[config.mk]
export PLATFORM = sky130hd
export DESIGN_NAME = m_fetch_stage
export DESIGN_NICKNAME = d
export VERILOG_FILES = /design/src/rtl/m_fetch_stage.sv
export SDC_FILE = /design/constraint.sdc
export NUM_CORES = 1
export LEC_CHECK = 0
export CAP_MARGIN = 20
export CORE_ASPECT_RATIO = 1.5
export CORE_UTILIZATION = 49
export CTS_BUF_LIST = sky130_fd_sc_hd__clkbuf_8
export DETAILED_ROUTE_END_ITERATION = 8
export PLACE_DENSITY = 0.83
export RECOVER_POWER = 25
export SLEW_MARGIN = 20
export SYNTH_ARGS = -nofsm -noshare
export SYNTH_HDL_FRONTEND = slang
export SYNTH_SLANG_ARGS = --single-unit
[constraint.sdc]
create_clock -name w_clk -period 2.4 [get_ports w_clk]
set_input_delay 0.48 -clock w_clk [delete_from_list [all_inputs] [get_ports w_clk]]
set_output_delay 0.48 -clock w_clk [all_outputs]
set_load 0.01 [all_outputs]
[src/rtl/m_fetch_stage.sv]
// Instruction-fetch stage: owns the PC, keeps at most one instruction-memory request in flight,
// and delivers {pc, inst, next_pc} through a one-entry output register. Define IF_PERF_CNT_EN to add fetch/flush counters.
module m_fetch_stage #(
  parameter logic [31:0] RESET_PC = 32'h0000_0000,
  parameter int unsigned IMEM_AW  = 6,
  parameter logic [31:0] NOP_INST = 32'h0000_0013
) (
  input  logic               w_clk,
  input  logic               w_rst_n,
  input  logic               w_stall,
  input  logic               w_redirect,
  input  logic [31:0]        w_redirect_pc,
  output logic               w_imem_req,
  output logic [IMEM_AW-1:0] w_imem_addr,
  input  logic               w_imem_gnt,
  input  logic               w_imem_rvalid,
  input  logic [31:0]        w_imem_rdata,
  output logic               w_if_valid,
  output logic [31:0]        w_if_pc,
  output logic [31:0]        w_if_inst,
  output logic [31:0]        w_if_next_pc
`ifdef IF_PERF_CNT_EN
  ,
  output logic [31:0]        w_perf_fetched,
  output logic [31:0]        w_perf_flushed
`endif
);

  typedef enum logic {S_REQ, S_WAIT} state_t;

  state_t      state_q, state_d;
  logic [31:0] pc_q, pc_d;
  logic        drop_q, drop_d;
  logic        if_valid_q, if_valid_d;
  logic [31:0] if_pc_q, if_pc_d;
  logic [31:0] if_inst_q, if_inst_d;
  logic [31:0] if_next_pc_q, if_next_pc_d;
  logic        slot_free;
  logic        redirect_pc_unused;

  // Target alignment discards the byte offset of the redirect address.
  assign redirect_pc_unused = ^w_redirect_pc[1:0];

  assign slot_free   = ~if_valid_q | ~w_stall;
  assign w_imem_req  = (state_q == S_REQ) & slot_free & ~w_redirect;
  assign w_imem_addr = pc_q[IMEM_AW+1:2];

  assign w_if_valid   = if_valid_q;
  assign w_if_pc      = if_pc_q;
  assign w_if_inst    = if_inst_q;
  assign w_if_next_pc = if_next_pc_q;

  always_comb begin
    state_d      = state_q;
    pc_d         = pc_q;
    drop_d       = drop_q;
    if_valid_d   = if_valid_q;
    if_pc_d      = if_pc_q;
    if_inst_d    = if_inst_q;
    if_next_pc_d = if_next_pc_q;

    if (if_valid_q && !w_stall) begin
      if_valid_d = 1'b0;
    end

    if (w_redirect) begin
      pc_d       = {w_redirect_pc[31:2], 2'b00};
      if_valid_d = 1'b0;
      if_inst_d  = NOP_INST;
      if (state_q == S_WAIT) begin
        // A response arriving now is the wrong-path one; otherwise remember to drop it.
        if (w_imem_rvalid) begin
          state_d = S_REQ;
          drop_d  = 1'b0;
        end else begin
          drop_d  = 1'b1;
        end
      end
    end else begin
      case (state_q)
        S_REQ: begin
          if (w_imem_req && w_imem_gnt) begin
            state_d = S_WAIT;
          end
        end
        S_WAIT: begin
          if (w_imem_rvalid) begin
            state_d = S_REQ;
            drop_d  = 1'b0;
            if (!drop_q) begin
              if_valid_d   = 1'b1;
              if_pc_d      = pc_q;
              if_inst_d    = w_imem_rdata;
              if_next_pc_d = pc_q + 32'd4;
              pc_d         = pc_q + 32'd4;
            end
          end
        end
        default: state_d = S_REQ;
      endcase
    end
  end

  always_ff @(posedge w_clk or negedge w_rst_n) begin
    if (!w_rst_n) begin
      state_q      <= S_REQ;
      pc_q         <= RESET_PC;
      drop_q       <= 1'b0;
      if_valid_q   <= 1'b0;
      if_pc_q      <= 32'd0;
      if_inst_q    <= NOP_INST;
      if_next_pc_q <= 32'd0;
    end else begin
      state_q      <= state_d;
      pc_q         <= pc_d;
      drop_q       <= drop_d;
      if_valid_q   <= if_valid_d;
      if_pc_q      <= if_pc_d;
      if_inst_q    <= if_inst_d;
      if_next_pc_q <= if_next_pc_d;
    end
  end

`ifdef IF_PERF_CNT_EN
  logic [31:0] perf_fetched_q, perf_fetched_d;
  logic [31:0] perf_flushed_q, perf_flushed_d;

  // A redirect counts once as a flush if it kills a live output or any in-flight response.
  always_comb begin
    perf_fetched_d = perf_fetched_q;
    perf_flushed_d = perf_flushed_q;
    if (!w_redirect && (state_q == S_WAIT) && w_imem_rvalid && !drop_q) begin
      perf_fetched_d = perf_fetched_q + 32'd1;
    end
    if (w_redirect && (if_valid_q || (state_q == S_WAIT))) begin
      perf_flushed_d = perf_flushed_q + 32'd1;
    end
  end

  always_ff @(posedge w_clk or negedge w_rst_n) begin
    if (!w_rst_n) begin
      perf_fetched_q <= 32'd0;
      perf_flushed_q <= 32'd0;
    end else begin
      perf_fetched_q <= perf_fetched_d;
      perf_flushed_q <= perf_flushed_d;
    end
  end

  assign w_perf_fetched = perf_fetched_q;
  assign w_perf_flushed = perf_flushed_q;
`endif

endmodule

# [Word-level counts from Yosys, hierarchy flattened]
# Cells that the tools add are included.
# W data, S select, Z words.
[classes] n_addsub=1 n_mul=0 div_mod_pow=0 n_lt_le_gt_ge=0 n_eq_ne=1 shift=0 n_mux=22 n_bitwise=8 reduce_logical=8
[ops] cell="$mux W32" n=8
[ops] cell="$add A32 B3 Y32 const B" n=1
[ops] cell="$mux W1" n=13
[ops] cell="$not A1 Y1" n=5
[ops] cell="$reduce_and A4 Y1" n=1
[ops] cell="$reduce_bool A2 Y1" n=2
[ops] cell="$reduce_and A3 Y1" n=1
[ops] cell="$and A1 B1 Y1" n=2
[ops] cell="$logic_and A1 B1 Y1" n=2
[ops] cell="$ne A2 B2 Y1 const B" n=1
[ops] cell="$pmux W1 S2" n=1
[ops] cell="$reduce_and A2 Y1" n=1
[ops] cell="$logic_not A1 Y1" n=1
[ops] cell="$or A1 B1 Y1" n=1
[totals] reg_bits=131 latchBits=0 mem_bits_rw=0 romBits=0 inputBits=70 output_inout_bits=104 word_cells=47 n_memories=0

# [Longest topological paths before layout]
[logic_depth] depth_word=8 ltp_mapped=7 ltp_nobuf=6

# [Worst setup path before layout]
# OpenSTA, ideal clock, no wires.
[synth_path] path_kind="reg2reg" startpoint="reg pc_q[2]" endpoint="reg pc_q[30]" setup_ns=0.130 t_arrival_ns=1.943 required_time_ns=2.270 setup_slack_ns=0.326 path_stages_with_launch=8 n_path_buf=1 synth_period_minus_slack_ns=2.074 path_cell_list="dfrtp_1 > ha_1 > nand4_1 > or4b_1 > buf_2 > nor4_4 > xnor2_1 > o21ai_1"
[synth_via] elab_chain_cells=5
[synth_lines] element="from (decl)" line_no="32" rtl="logic [31:0] pc_q, pc_d;"
[synth_lines] element="from (signal assigned)" line_no="115" rtl="pc_q <= pc_d;"
[synth_lines] element="$add A32 B3 Y32" line_no="95" rtl="pc_d = pc_q + 32'd4;"
[synth_lines] element="$mux W32" line_no="90" rtl="if (!drop_q) begin"
[synth_lines] element="$mux W32" line_no="87" rtl="if (w_imem_rvalid) begin"
[synth_lines] element="$mux W32" line_no="80" rtl="case (state_q)"
[synth_lines] element="$mux W32" line_no="66" rtl="if (w_redirect) begin"
# Every way passes these cells. The select of a mux whose other input is x is not followed.
# A chain may end at the register's enable or synchronous reset.

# [Worst setup path in the final report]
[layout_path] startpoint="in w_stall" endpoint="out w_imem_req"
[layout_via] elab_chain_cells=4
[layout_lines] element="from (decl)" line_no="10" rtl="input logic w_stall,"
[layout_lines] element="$not A1 Y1" line_no="44" rtl="assign slot_free = ~if_valid_q | ~w_stall;"
[layout_lines] element="$or A1 B1 Y1" line_no="44"
[layout_lines] element="$and A1 B1 Y1 (2 in a row)" line_no="45" rtl="assign w_imem_req = (state_q == S_REQ) & slot_free & ~w_redirect;"
[layout_lines] element="to (decl)" line_no="13" rtl="output logic w_imem_req,"
# Every way passes these cells.

==> impl_metrics.csv <==
group,metric,value,unit
outcome,status,"complete, but fails checks",
outcome,violations,"max-capacitance violations, max-slew violations",
drt,drc,0,
sta,min_period,2260,ps
drt,vias,5101,
logic_synthesis,ys_seq_area_frac,0.537,
cts,insertion_delay,430,ps
power_and_ir_drop,power,7.01,mW
finish,drive_gt1_frac,0.0795,
floorplanning,io_pins,174,
drt,drtPass1Iterations,4,
power_and_ir_drop,p_leak,3.46,nW
drt,antenna_left,0,
logic_synthesis,synth_warnings,0,
global_routing,grt_start_max_net_pins,63,
cts,clkSlewWorstSetupHoldPaths,60,ps
cts,post_cts.repair.setup_buffers,0,
power_and_ir_drop,irDropWorstVdd,412,µV
finish,syn2layout_area_growth,39.8,%
drt,vias_per_cell,5.21,
floorplanning,start_util,0.505,
worst_setup_path,cp_max_fo,2,
placement,dp_hpwl,11100,µm
sta,rsz0062_at_grt,"no",
sta,worst_pin_slew,1600,ps
logic_synthesis,synth_edf_count,0,
cts,cts_buffers,17,
logic_synthesis,synth_top_area_frac,0.524,
sta,finalCritPeriodShare,0.940,
placement,postPlaceCellArea,7690,µm²
logic_synthesis,yosysMostFrequentCell,"nand2_1",
worst_setup_path,path_delay_family,"buffers and inverters",
logic_synthesis,synth_area,5830,µm²
power_and_ir_drop,p_per_area,861,nW/µm²
worst_setup_path,cpPeakStageDelay,590,ps
drt,drt-total-wl,15200,µm
logic_synthesis,ys_seq_elements,125,
floorplanning,die_w,91.0,µm
drt,wl_per_cell,15.5,µm
cts,cts_max_path_buffers,2,
logic_synthesis,synth_cells,660,
logic_synthesis,synth_common_cells,"236 x nand2_1, 122 x dfrtp_1, 57 x o21ai_0, 41 x xnor2_1, 36 x clkbuf_1",
floorplanning,die_y,136,µm
worst_setup_path,required,1920,ps
sta,skew,9.24,ps
logic_synthesis,synth_area_leaders,"dfrtp_1 52%, nand2_1 15%, xnor2_1 6.2%",
global_routing,grt_usage,0.264,
floorplanning,core,11500,µm²
cts,cts_max_level,4,
cts,cts_sinks,125,
sta,relSlewSlack,-0.0697,
cts,cts_root_buffer,"clkbuf_8",
worst_setup_path,path_class,"in -> out",
worst_setup_path,worstPathArrival,1780,ps
global_routing,antenna_found_initial,0,
placement,place.gp.congestion,0.893,
floorplanning,num_rows,48,
placement,portBuffers,167,
cts,cts_resized,0,
logic_synthesis,synth_top_cell_by_area,"dfrtp_1",
drt,first_iter_violations,276,
worst_setup_path,cp_slowest_cell,"clkdlybuf4s50_1",
sta,final_max_slew_viol_count,27,
finish,layout.nets,890,
worst_setup_path,start_kind,"primary input",
run,drv_cap,1,
global_routing,grt_pass1_vias,5355,
floorplanning,dieArea,12300,µm²
placement,placed_cells,949,
finish,diodes,0,
worst_setup_path,path_buf_inv,2,
sta,setup_tns,0,ps
worst_setup_path,crit_chain,"clkdlybuf4s50_1 > a211oi_1 > clkdlybuf4s50_1",
placement,post-place-ws,101,ps
sta,fmax,0.443,GHz
sta,hold_violations,0,
cts,cts_tree,"built",
logic_synthesis,avgSynthCellArea,8.83,µm²
global_routing,grt_pass1_wl,25200,µm
sta,finalSetupViolations,0,
logic_synthesis,ys_dominant_reg_cell,"dfrtp_1",
global_routing,grt-ovfl-total,0,
worst_setup_path,cp_common_cell,"clkdlybuf4s50_1",
logic_synthesis,async_flop_share,1.00,
sta,worst_slack,144,ps
worst_setup_path,endpoint_kind,"output port",
logic_synthesis,yosysUniqueCellTypes,35,
finish,fin_area,8150,µm²
min_path,hold_class,"in -> reg",
finish,stdcell_count,980,
sequential cells by signal, indices dropped and copies added (netlist names):
signal / cells
state_q: 1
pc_q: 30
w_if_inst: 32
w_if_next_pc: 30
w_if_pc: 30
drop_q: 1
w_if_valid: 1
kinds of logic (layout without fill, tap and decap cells):
group,count (synthesis),after routing,share of synthesized area
AND/OR/NAND/NOR,323,323,0.243
flip-flops,125,125,0.537
AO/OA/AOI/OAI,93,93,0.0803
buffers and inverters,59,226,0.0490
XOR/XNOR,57,57,0.0857
adder cells (fa/ha/maj),1,1,0.00215
other,1,4,0.000644
multiplexers,1,1,0.00172
cells in the final DEF (no fill, tap or decap), types with 2 or more instances in the layout:
| cell | n |
|---|---|
| nand2_1 | 236 |
| clkdlybuf4s50_1 | 164 |
| dfrtp_1 | 122 |
| o21ai_0 | 57 |
| xnor2_1 | 41 |
| a21oi_1 | 32 |
| clkbuf_8 | 23 |
| buf_4 | 21 |
| xor2_1 | 16 |
| nand3_1 | 15 |
| nor2_1 | 14 |
| nor4_1 | 11 |
| nor3_1 | 10 |
| nand4_1 | 9 |
| and3_1 | 8 |
| buf_12 | 6 |
| and4_1 | 4 |
| conb_1 | 4 |
| bufinv_16 | 4 |
| nand3b_1 | 3 |
| o21ai_1 | 3 |
| dfstp_2 | 3 |
| inv_1 | 2 |
| or4_1 | 2 |
| clkinv_2 | 2 |
| dlygate4sd3_1 | 2 |
worst register-to-register path, cell delays in order, from the launching register on:
cell and delay [ps]:
dfrtp_1 500, nand3_2 220, or4b_1 740, nor4_4 320
xnor2_1 160, o21ai_1 70
final timing paths:
| check | start | to | slack, ps | depth (start not counted) |
|---|---|---|---|---|
| min reg2reg | w_if_next_pc[3] | w_if_next_pc[3] | 470 | 2 |
| max reg2reg | pc_q[8] | pc_q[30] | 260 | 5 |
| min | w_redirect | state_q | 370 | 4 |
| min in group asynchronous | w_rst_n | w_if_inst[21] | 1000 | 2 |
| max | w_stall | w_imem_req | 140 | 3 |
| max in group asynchronous | w_rst_n | w_if_pc[8] | 400 | 3 |
area by class of cell:
cell class	instances	area, µm²
Multi-Input combinational cell	479	2430
Clock buffer	23	317
Inverter	1	3.75
Sequential cell	125	3130
Tap cell	150	188
Clock inverter	7	134
Fill cell	892	3380
Timing Repair Buffer	195	1950
power breakdown:
part           total [mW]  switching, mW  internal (mW)
Sequential           2.91          0.312           2.60
Combinational        2.04          0.895           1.15
Clock                2.06          0.774           1.28
Total                7.01           1.98           5.03
what timing repair did:
| item | CTS | global route |
|---|---|---|
| endpoints found under the setup margin | 0 | 0 |
| endpoints found under the hold margin | 23 | 0 |
| hold buffers | 1 | 0 |
through the flow:
| stage | utilization | hold WS, ps |
|---|---|---|
| floorplan | - | 184 |
| global placement | 0.667 | 422 |
| detailed placement | 0.667 | 428 |
| CTS | 0.707 | 342 |
| global route | 0.707 | 387 |
| finish | 0.707 | 373 |
metal layers:
layer | part of all wire | track usage
met1 | 0.38 | 0.286
met2 | 0.53 | 0.474
met3 | 0.058 | 0.0713
met4 | 0.028 | 0.128
met5 | 0 | 0
Power figures use the tool's default switching activity.
